File: config.mk
export PLATFORM = sky130hd
export DESIGN_NAME = trigger_ctrl
export DESIGN_NICKNAME = d
export VERILOG_FILES = /design/src/rtl/trigger_ctrl.sv
export SDC_FILE = /design/constraint.sdc
export NUM_CORES = 1
export LEC_CHECK = 0
export CORE_AREA = 2 2 79 58
export CTS_CLUSTER_DIAMETER = 100
export DETAILED_ROUTE_END_ITERATION = 6
export DIE_AREA = 0 0 81 60
export GPL_TIMING_DRIVEN = 0
export PLACE_DENSITY_LB_ADDON = 0.2
export SETUP_SLACK_MARGIN = 0.5
export SYNTH_ARGS = -nofsm -noshare
export SYNTH_HDL_FRONTEND = slang
export SYNTH_SLANG_ARGS = --single-unit
File: constraint.sdc
create_clock -name clk -period 8.3 [get_ports clk]
set_input_delay 0.83 -clock clk [delete_from_list [all_inputs] [get_ports clk]]
set_output_delay 0.83 -clock clk [all_outputs]
set_load 0.05 [all_outputs]
File: src/rtl/trigger_ctrl.sv
// trigger_ctrl -- oscilloscope-style trigger controller.
//
// Watches one selected comparator flag and issues a registered one-cycle
// trigger pulse. After a trigger it waits for the capture buffer to finish,
// optionally waits a programmable holdoff, then re-arms or stops depending
// on the acquisition mode. Auto mode fires a trigger by itself when no
// event arrives within AUTO_PERIOD cycles of arming.
//
// Ports
//   clk, rst_n      : clock, synchronous active-low reset
//   mode            : 0 normal, 1 auto, 2 single, 3 stop
//   ch_sel          : selected trigger channel (>= NCH means no event)
//   trig_enable     : per-channel trigger-condition flags
//   holdoff         : holdoff length in cycles (0 = none)
//   arm             : re-arm pulse, only honoured while stopped in single mode
//   capture_done    : acquisition-complete pulse, only honoured while busy
//   trig, trig_auto : one-cycle trigger pulse, and "came from the timeout"
//   armed, stopped  : state flags
//   trig_count      : triggers issued, wraps at 2^16
//   state_dbg       : current FSM state (0 armed, 1 busy, 2 holdoff, 3 stopped)
//
// Handshake note: there is no valid/ready pairing here. trig is a pulse that
// is valid for exactly the one cycle it is high; capture_done and arm are
// single-cycle pulses sampled on the rising clock edge.
module trigger_ctrl #(
  parameter int NCH         = 2,
  parameter int AUTO_PERIOD = 640,
  parameter int CNT_W       = 10,
  parameter int HOLD_W      = 8,
  localparam int CH_W       = (NCH > 1) ? $clog2(NCH) : 1
) (
  input  logic              clk,
  input  logic              rst_n,
  input  logic [1:0]        mode,
  input  logic [CH_W-1:0]   ch_sel,
  input  logic [NCH-1:0]    trig_enable,
  input  logic [HOLD_W-1:0] holdoff,
  input  logic              arm,
  input  logic              capture_done,
  output logic              trig,
  output logic              trig_auto,
  output logic              armed,
  output logic              stopped,
  output logic [15:0]       trig_count,
  output logic [1:0]        state_dbg
);

  typedef enum logic [1:0] {
    ST_ARMED   = 2'd0,
    ST_BUSY    = 2'd1,
    ST_HOLDOFF = 2'd2,
    ST_STOPPED = 2'd3
  } state_e;

  localparam logic [1:0] MODE_AUTO   = 2'd1;
  localparam logic [1:0] MODE_SINGLE = 2'd2;
  localparam logic [1:0] MODE_STOP   = 2'd3;

  state_e             state_q, state_d;
  logic [CNT_W-1:0]   auto_cnt_q, auto_cnt_d;
  logic [HOLD_W-1:0]  hold_cnt_q, hold_cnt_d;
  logic               trig_q, trig_d;
  logic               trig_auto_q, trig_auto_d;
  logic [15:0]        trig_count_q, trig_count_d;

  logic               event_hit;
  state_e             post_dest;

  always_comb begin
    // Out-of-range channel selects simply never match any index.
    event_hit = 1'b0;
    for (int i = 0; i < NCH; i++) begin
      if (ch_sel == CH_W'(i)) event_hit = trig_enable[i];
    end

    // Where to go once a capture (and its holdoff) is complete.
    post_dest = (mode == MODE_SINGLE) ? ST_STOPPED : ST_ARMED;

    state_d     = state_q;
    auto_cnt_d  = auto_cnt_q;
    hold_cnt_d  = hold_cnt_q;
    trig_d      = 1'b0;
    trig_auto_d = 1'b0;

    if (mode == MODE_STOP) begin
      state_d = ST_STOPPED;
    end else begin
      case (state_q)
        ST_ARMED: begin
          // A real event beats a simultaneous timeout.
          if (event_hit) begin
            trig_d  = 1'b1;
            state_d = ST_BUSY;
          end else if (mode == MODE_AUTO) begin
            if (auto_cnt_q == CNT_W'(AUTO_PERIOD - 1)) begin
              trig_d      = 1'b1;
              trig_auto_d = 1'b1;
              state_d     = ST_BUSY;
            end else begin
              auto_cnt_d = auto_cnt_q + CNT_W'(1);
            end
          end
        end
        ST_BUSY: begin
          if (capture_done) begin
            if (holdoff != '0) begin
              // Counting holdoff-1 down to 0 spends exactly holdoff cycles here.
              state_d    = ST_HOLDOFF;
              hold_cnt_d = holdoff - HOLD_W'(1);
            end else begin
              state_d = post_dest;
            end
          end
        end
        ST_HOLDOFF: begin
          if (hold_cnt_q == '0) state_d = post_dest;
          else                  hold_cnt_d = hold_cnt_q - HOLD_W'(1);
        end
        ST_STOPPED: begin
          // Normal/auto re-arm on their own; single needs an explicit arm.
          if (mode != MODE_SINGLE || arm) state_d = ST_ARMED;
        end
        default: state_d = ST_ARMED;
      endcase
    end

    // Keeping the counter at zero outside ARMED means every entry starts fresh.
    if (state_d != ST_ARMED) auto_cnt_d = '0;
    if (state_d != ST_HOLDOFF) hold_cnt_d = '0;

    trig_count_d = trig_count_q + {15'd0, trig_d};
  end

  always_ff @(posedge clk) begin
    if (!rst_n) begin
      state_q      <= ST_ARMED;
      auto_cnt_q   <= '0;
      hold_cnt_q   <= '0;
      trig_q       <= 1'b0;
      trig_auto_q  <= 1'b0;
      trig_count_q <= '0;
    end else begin
      state_q      <= state_d;
      auto_cnt_q   <= auto_cnt_d;
      hold_cnt_q   <= hold_cnt_d;
      trig_q       <= trig_d;
      trig_auto_q  <= trig_auto_d;
      trig_count_q <= trig_count_d;
    end
  end

  assign trig       = trig_q;
  assign trig_auto  = trig_auto_q;
  assign armed      = (state_q == ST_ARMED);
  assign stopped    = (state_q == ST_STOPPED);
  assign trig_count = trig_count_q;
  assign state_dbg  = state_q;

endmodule
==> impl_results.md, run 1 <==
- Status: finished clean
- Clock latency on the worst-skew pair: between 0.2 and 0.3 ns
- Startpoint types: flip-flop
- Synth area leader: dfxtp_1
- Setup_tns: 0 ns
- Critical Path Max Stage Delay: 0.40 ns
- Die Span Y: 60 µm
- Top post-synthesis cells by count: dfxtp_1, nor2_1, nand2_1
- Fin util: roughly two thirds
- Post-Synth XOR/XNOR Area: under 10%
- Crit end category: flip-flop
- Worst hold margin: 0.499 ns
- Net switching power: 0.000131 W
- GRT Total Usage: 22.4%
- Yosys reg bits: 38
- Vias in the first global route: 1693
- Largest family of logic cells by synthesized area: simple AND/OR/NAND/NOR gates
- Worst EP required: 8.51 ns
- Avg WL per Cell: between 10 and 15 µm
- Clock Path Buffers: 2
- Slowest-stage cell, CP: dfxtp_1
- Post-DRT Antenna Nets: 0
- Vias: 1968
- Post-DP HPWL: between 3000 and 4000 µm
- Final period util: 38.8%
- Clock Skew: 0.00778 ns
- Slew Viols, Final: 0
- Resized cells post-CTS: 0
- Crit path cell chain: ha_1, nor4bb_1, and4_4, buf_2, nand2_1, a21oi_1, ha_1, and3_1, clkbuf_1, nand4_1, or3_1, a21oi_1
- Post-synth EDFFs: 0
- WP buf/inv: 2
- Ys Warns: 0
- Net count after synthesis: 263
- Post-Syn Area per Cell: 9.00 µm²
- Count leader, synth: dfxtp_1
- Sequential-to-total area share from yosys stat: 35.1%
- PnR worst setup slack: 5.08 ns
- Actual slew at the worst max-slew pin: 0.890 ns
- Net Sw Frac: between 20% and 30%
- Synth-to-Final Area Change: 25.7%
- Initial core utilization: 52.2%
- Fill cell count: 350
- DP Area: 0.00262 mm²
- GP Congestion: a little under 1
- Worst min path class: reg2reg
- CP Launch Point: auto_cnt_q[0]
- Initial antenna violation count: 0
- Synth Area in Simple Gates: between 20% and 30%
- Place WS: 4.97 ns
- Diodes inserted: 0
- Final setup violation count: 0
- Clock share of power: around a third
- Fmax achieved: 311 MHz
- Nets: 308
- Post-CTS setup buffers: 0
- Cells after Synth: 241
- Relative slew slack: 40.1%
- Predominant post-synthesis flop cell: dfxtp_1
- 1st-iter DRT viols: ~210
- Die area: 0.00486 mm²
- Layout cells sized above 1: 12.2%
- CTS root buf: clkbuf_8
- Post-synthesis cell type count: 61
- Crit path time final: 3.22 ns
- Pint: 0.000315 W
- Worst hold start: trig_count[15]
- Clk sinks: 38
- Post-synthesis mux area share: 2.94%
- Synth top area share: 35.1%
- Die X: 81 µm
- Largest cells by area after synthesis: dfxtp_1, xnor2_1, nor2_1, xor2_1, nor3_1
- First-pass GRT wire length: 8270 µm
- Ys async rst share: 0%
- Setup CP Type: reg2reg
- Pwr per Cell Area: 164 mW/mm²
- Reg clk slew, reported paths: 0.07 ns
- Largest net degree at the start of global routing: 13
- Number of max-cap violations: 0
- Core area: around 0.0042 mm²
- Area share of fa/ha/maj cells after synthesis: 2.89%
- Unrepaired setup endpoints after global routing: no
- Synth Area in Compound Gates: 18.4%
- CTS Buf Count: 5
- Grt total ovfl: 0
- CP max FO: 10
- Site Rows: 20
- R2R Path Start: auto_cnt_q[0]
- Comb power frac: 22.9%
- Top Family by Delay on Critical Path: simple AND/OR/NAND/NOR gates
- Worst vdd rail ir drop: 138 µV
- Reg power frac: between 40% and 50%
- Cell area after synthesis: 0.00217 mm²
- Final Hold Vio Count: 0
- CTS Hold Bufs: 0
- Reg2Reg Setup Slack: about 5.1 ns
- Final wirelength: 5010 µm
- DRC Markers: 0
- CTS tree: yes
- Pleak: 0.932 nW
- Crit path DAT: between 3 and 4 ns
- H-tree depth: 2
- Fin area: about 0.0027 mm²
- Boundary Pins: 39
- Vias per cell: 5.75
- PortBufs: 38
- DR pass1 iterations: 5
-- through the flow --
step / instances / power, W
after detailed placement: 334 / 0.000295
after global routing: 342 / 0.000461
final: 342 / 0.000446
after global placement: 334 / 0.000294
after floorplan: 241 / 0.000263
after CTS: 342 / 0.000447
-- layer usage --
layer	global-route usage, %	up-vias	share of wire, %	wire, µm
met3	5.29	9	7.2	363
met1	34.8	907	51	2570
li1	-	976	-	-
met4	5.81	0	0.96	48
met5	0	-	0	0
met2	30.6	76	40	2030
-- registers in the layout, summed over array words and instances, names as in the netlist --
| signal | cells |
|---|---|
| auto_cnt_q | 10 |
| hold_cnt_q | 8 |
| trig_auto | 1 |
| state_dbg | 2 |
| trig | 1 |
| trig_count | 16 |
-- power by group through the flow --
stage          Sequential, W  Clock, W  Combinational (W)
2_1_floorplan       0.000203         0          0.0000604
3_3_place_gp        0.000195         0          0.0000993
3_5_place_dp        0.000195         0           0.000101
4_1_cts             0.000191  0.000155           0.000101
5_1_grt             0.000191  0.000161           0.000109
6_report            0.000191  0.000153           0.000102
-- placed cells by master (no fill, tap or decap), types with 4 or more instances in the layout --
| master | instances |
|---|---|
| a21oi_1 | 8 |
| and2_1 | 6 |
| and3_1 | 4 |
| buf_2 | 5 |
| clkbuf_8 | 5 |
| clkdlybuf4s50_1 | 38 |
| dfxtp_1 | 38 |
| ha_1 | 5 |
| mux2i_1 | 5 |
| nand2_1 | 17 |
| nand3_1 | 12 |
| nand4_1 | 7 |
| nor2_1 | 30 |
| nor3_1 | 14 |
| nor4_1 | 5 |
| o21ai_0 | 5 |
| xnor2_1 | 14 |
| xor2_1 | 10 |
-- worst register-to-register path: stages (launching register included) --
cell and delay, ns:
dfxtp_1 0.40, ha_1 0.29, nor4bb_1 0.32, and4_4 0.26, buf_2 0.20, nand2_1 0.08
a21oi_1 0.30, ha_1 0.21, and3_1 0.15, clkbuf_1 0.25, nand4_1 0.21, or3_1 0.34
a21oi_1 0.15
-- logic make-up (layout without fill, tap and decap cells) --
| logic type | count (synthesis) | in the layout |
|---|---|---|
| and+or+nand+nor | 113 | 113 |
| AOI/OAI and AO/OA | 43 | 43 |
| DFF | 38 | 38 |
| xor gates and xnor gates | 24 | 24 |
| buffers and inverters | 12 | 58 |
| muxes | 6 | 6 |
| adders and majority gates | 5 | 5 |
-- area by class of cell --
class	instances	area, µm²	share of cell area [%]
multi-input combinational	191	1340	49.2
sequential	38	761	27.9
timing repair buffer	38	380	14.0
clock buffer	5	68.8	2.52
tap	55	68.8	2.52
buffer	9	55.1	2.02
clock inverter	3	40.0	1.47
inverter	3	11.3	0.413
-- worst paths after layout --
check             cells after the start              to
setup / recovery                     12  trig_count[15]
hold / removal                        2  trig_count[15]
setup reg to reg                     12  trig_count[15]
hold reg to reg                       2  trig_count[15]
Note: power is estimated with default switching activity, not from simulation.
==> inputs of run 2 (changes only) <==
Settings changed: CORE_AREA 2 2 79 58 to 2 2 81 60, DIE_AREA 0 0 81 60 to 0 0 83 62.
Clock period 8.3 ns to 3.4 ns, I/O delays scaled along.
==> run 2 against run 1 <==
  * First-iteration DRC count fell by 25%
  * Clock skew rose by 0.0020 ns
  * Die area rose by 5.9%
  * Maximum frequency rose by 21%
  * Sequential power rose by 140%
  * Sequential cell count did not move
  * Sequential share of layout area fell by 0.36 points
  * Clock-buffer cell count did not move
  * Critical endpoint unchanged
  * Largest cell class unchanged
  * Largest power group unchanged
==> impl_results.md, run 2 (synthesis gave the netlist of run 1 again) <==
- Status: finished clean
- Met2 GRT Util: 28.3% (-2.2 points)
- Hold worst-path end: trig_count[15]
- Startpoint types: flip-flop
- Clock Path Buffers: 2 (unchanged)
- Worst min path class: reg2reg
- Site Rows: 21 (+5.0%)
- Fmax achieved: 374 MHz (+21%)
- Setup CP Type: reg2reg
- Vias in the first global route: 1680 (-0.77%)
- Crit path time final: 2.67 ns (-0.548 ns)
- Post-DP HPWL: 3670 µm (-2.1%)
- Pleak: 0.943 nW (+1.1%)
- CTS Hold Bufs: 0 (unchanged)
- Layout cells sized above 1: 15.2% (+3.0 points)
- Setup_tns: 0 ns (unchanged)
- Placed cell count: 336 (+0.60%)
- PortBufs: 38 (unchanged)
- Slew Viols, Final: 0 (unchanged)
- Nets: 310 (+0.65%)
- Final setup violation count: 0 (unchanged)
- Pwr per Cell Area: 390 mW/mm² (+140%)
- Critical Path Max Stage Delay: 0.38 ns (-0.02 ns)
- Die X: 83 µm (+2.5%)
- Worst vdd rail ir drop: 261 µV (+90%)
- Diodes inserted: 0 (unchanged)
- Crit end category: flip-flop
- Reg2Reg Setup Slack: 0.73 ns (-4.35 ns)
- Initial core utilization: 48.3% (-3.9 points)
- Worst hold start: trig_count[15]
- CTS root buf: clkbuf_8
- Final Hold Vio Count: 0 (unchanged)
- CP max FO: 10 (unchanged)
- Hold Path Depth: 2 (unchanged)
- GP Congestion: 0.941 (-2.9%)
- Commonest cells after routing, fill and taps aside: clkdlybuf4s50_1, dfxtp_1, nor2_1
- H-tree depth: 2 (unchanged)
- Relative slew slack: 47.8% (+7.7 points)
- DRC Markers: 0 (unchanged)
- WP buf/inv: 2 (unchanged)
- First-pass GRT wire length: 8090 µm (-2.2%)
- Reg clk slew, reported paths: 0.07 ns (about the same)
- Synth-to-Final Area Change: 28.2%
- Crit path cell chain: ha_4, nor4bb_2, and4_4, clkbuf_4, nand2_1, a21oi_2, ha_1, and3_1, buf_2, nand4_1, or3_1, a21oi_1
- WP depth: 12 (unchanged)
- Die Span Y: 62 µm (+3.3%)
- Clock Skew: 0.00974 ns (+0.00196 ns)
- GRT busiest layer: met1
- Vias per cell: 5.66 (-1.6%)
- Met3 Use GR: 6.61% (+1.3 points)
- Slowest-stage cell, CP: dfxtp_4
- Non-Filler Instances: 346 (+1.2%)
- Clock latency on the worst-skew pair: 0.29 ns (about the same)
- Worst R2R End: trig_count[15]
- Core area: 0.00449 mm² (+8.2%)
- Commonest non-fill, non-tap cell in the layout: clkdlybuf4s50_1
- 1st-iter DRT viols: 156 (-25%)
- Worst r2r path cells: 12 (unchanged)
- GRT Total Usage: 19.9% (-2.5 points)
- CTS tree: yes
- Final period util: 78.6% (+40 points)
- Unrepaired setup endpoints after global routing: yes
- Die area: 0.00515 mm² (+5.9%)
- Boundary Pins: 39 (unchanged)
- Clk sinks: 38 (unchanged)
- DR pass1 iterations: 4 (-1)
- Crit path DAT: 2.89 ns (-0.54 ns)
- Number of max-cap violations: 0 (unchanged)
- Largest net degree at the start of global routing: 13 (unchanged)
- Grt total ovfl: 0 (unchanged)
- Post-DRT Antenna Nets: 0 (unchanged)
- Worst EP required: 3.62 ns (-4.89 ns)
- Vias: 1960 (-0.41%)
- Grt met1 use: 29.2% (-5.7 points)
- Max reg flops: 16 (unchanged)
- Initial antenna violation count: 0 (unchanged)
- Final wirelength: 4830 µm (-3.6%)
- R2R Path Start: auto_cnt_q[0]
- Top Family by Delay on Critical Path: simple AND/OR/NAND/NOR gates
- CTS Buf Count: 5 (unchanged)
- Avg WL per Cell: 14.0 µm (-4.7%)
- Actual slew at the worst max-slew pin: 0.772 ns (-0.119 ns)
==> run 2: worst register-to-register path, cell delays in order (launching register included) <==
cell and delay [ns]:
dfxtp_4 0.38, ha_4 0.16, nor4bb_2 0.26, and4_4 0.26, clkbuf_4 0.19, nand2_1 0.08, a21oi_2 0.17, ha_1 0.17
and3_1 0.14, buf_2 0.16, nand4_1 0.16, or3_1 0.34, a21oi_1 0.13
==> run 2: layout make-up <==
type	count	area, µm²
clock inverter	3	40.0
inverter	3	11.3
fill	392	1710
timing repair buffer	40	395
multi-input combinational	191	1370
sequential	38	766
tap	57	71.3
buffer	9	58.8
clock buffer	5	68.8
==> run 2: metrics by stage <==
step                hold WS [ns]  setup slack [ns]  instance area (µm²)  utilization [%]  power [W]
floorplan                  0.462             0.683                 2170                -   0.000643
global placement           0.480             0.340                 2620             58.3   0.000718
detailed placement         0.493             0.367                 2620             58.3   0.000719
CTS                        0.508             0.520                 2740             60.9    0.00110
global route               0.546             0.461                 2780             61.9    0.00114
finish                     0.501             0.728                 2780             61.9    0.00109
==> run 2: worst max-delay path by stage <==
stage | startpoint | end
3_3_place_gp | auto_cnt_q[0] | trig_count[15]
6_report | auto_cnt_q[0] | trig_count[15]
4_1_cts | auto_cnt_q[0] | trig_count[15]
5_1_grt | auto_cnt_q[0] | trig_count[15]
3_5_place_dp | auto_cnt_q[0] | trig_count[15]
2_1_floorplan | auto_cnt_q[0] | trig_count[15]
==> run 2: repair_timing <==
item,CTS,global route
buffers inserted,0,2
endpoints found under the setup margin,2,7
gates resized for setup,3,8
pin swaps,0,2
==> run 2: report_power, final <==
part	internal [W]	switching (W)	leakage [nW]
clock	0.000216	0.000159	0.0579
sequential	0.000455	0.00000964	0.309
combinational	0.0000985	0.000147	0.577
total	0.000769	0.000316	0.943
==> run 2: layer usage <==
| layer | vias up | part of all wire (%) |
|---|---|---|
| met3 | 5 | 6.2 |
| met1 | 920 | 52 |
| li1 | 986 | - |
| met5 | - | 0 |
| met4 | 0 | 0.93 |
| met2 | 49 | 41 |
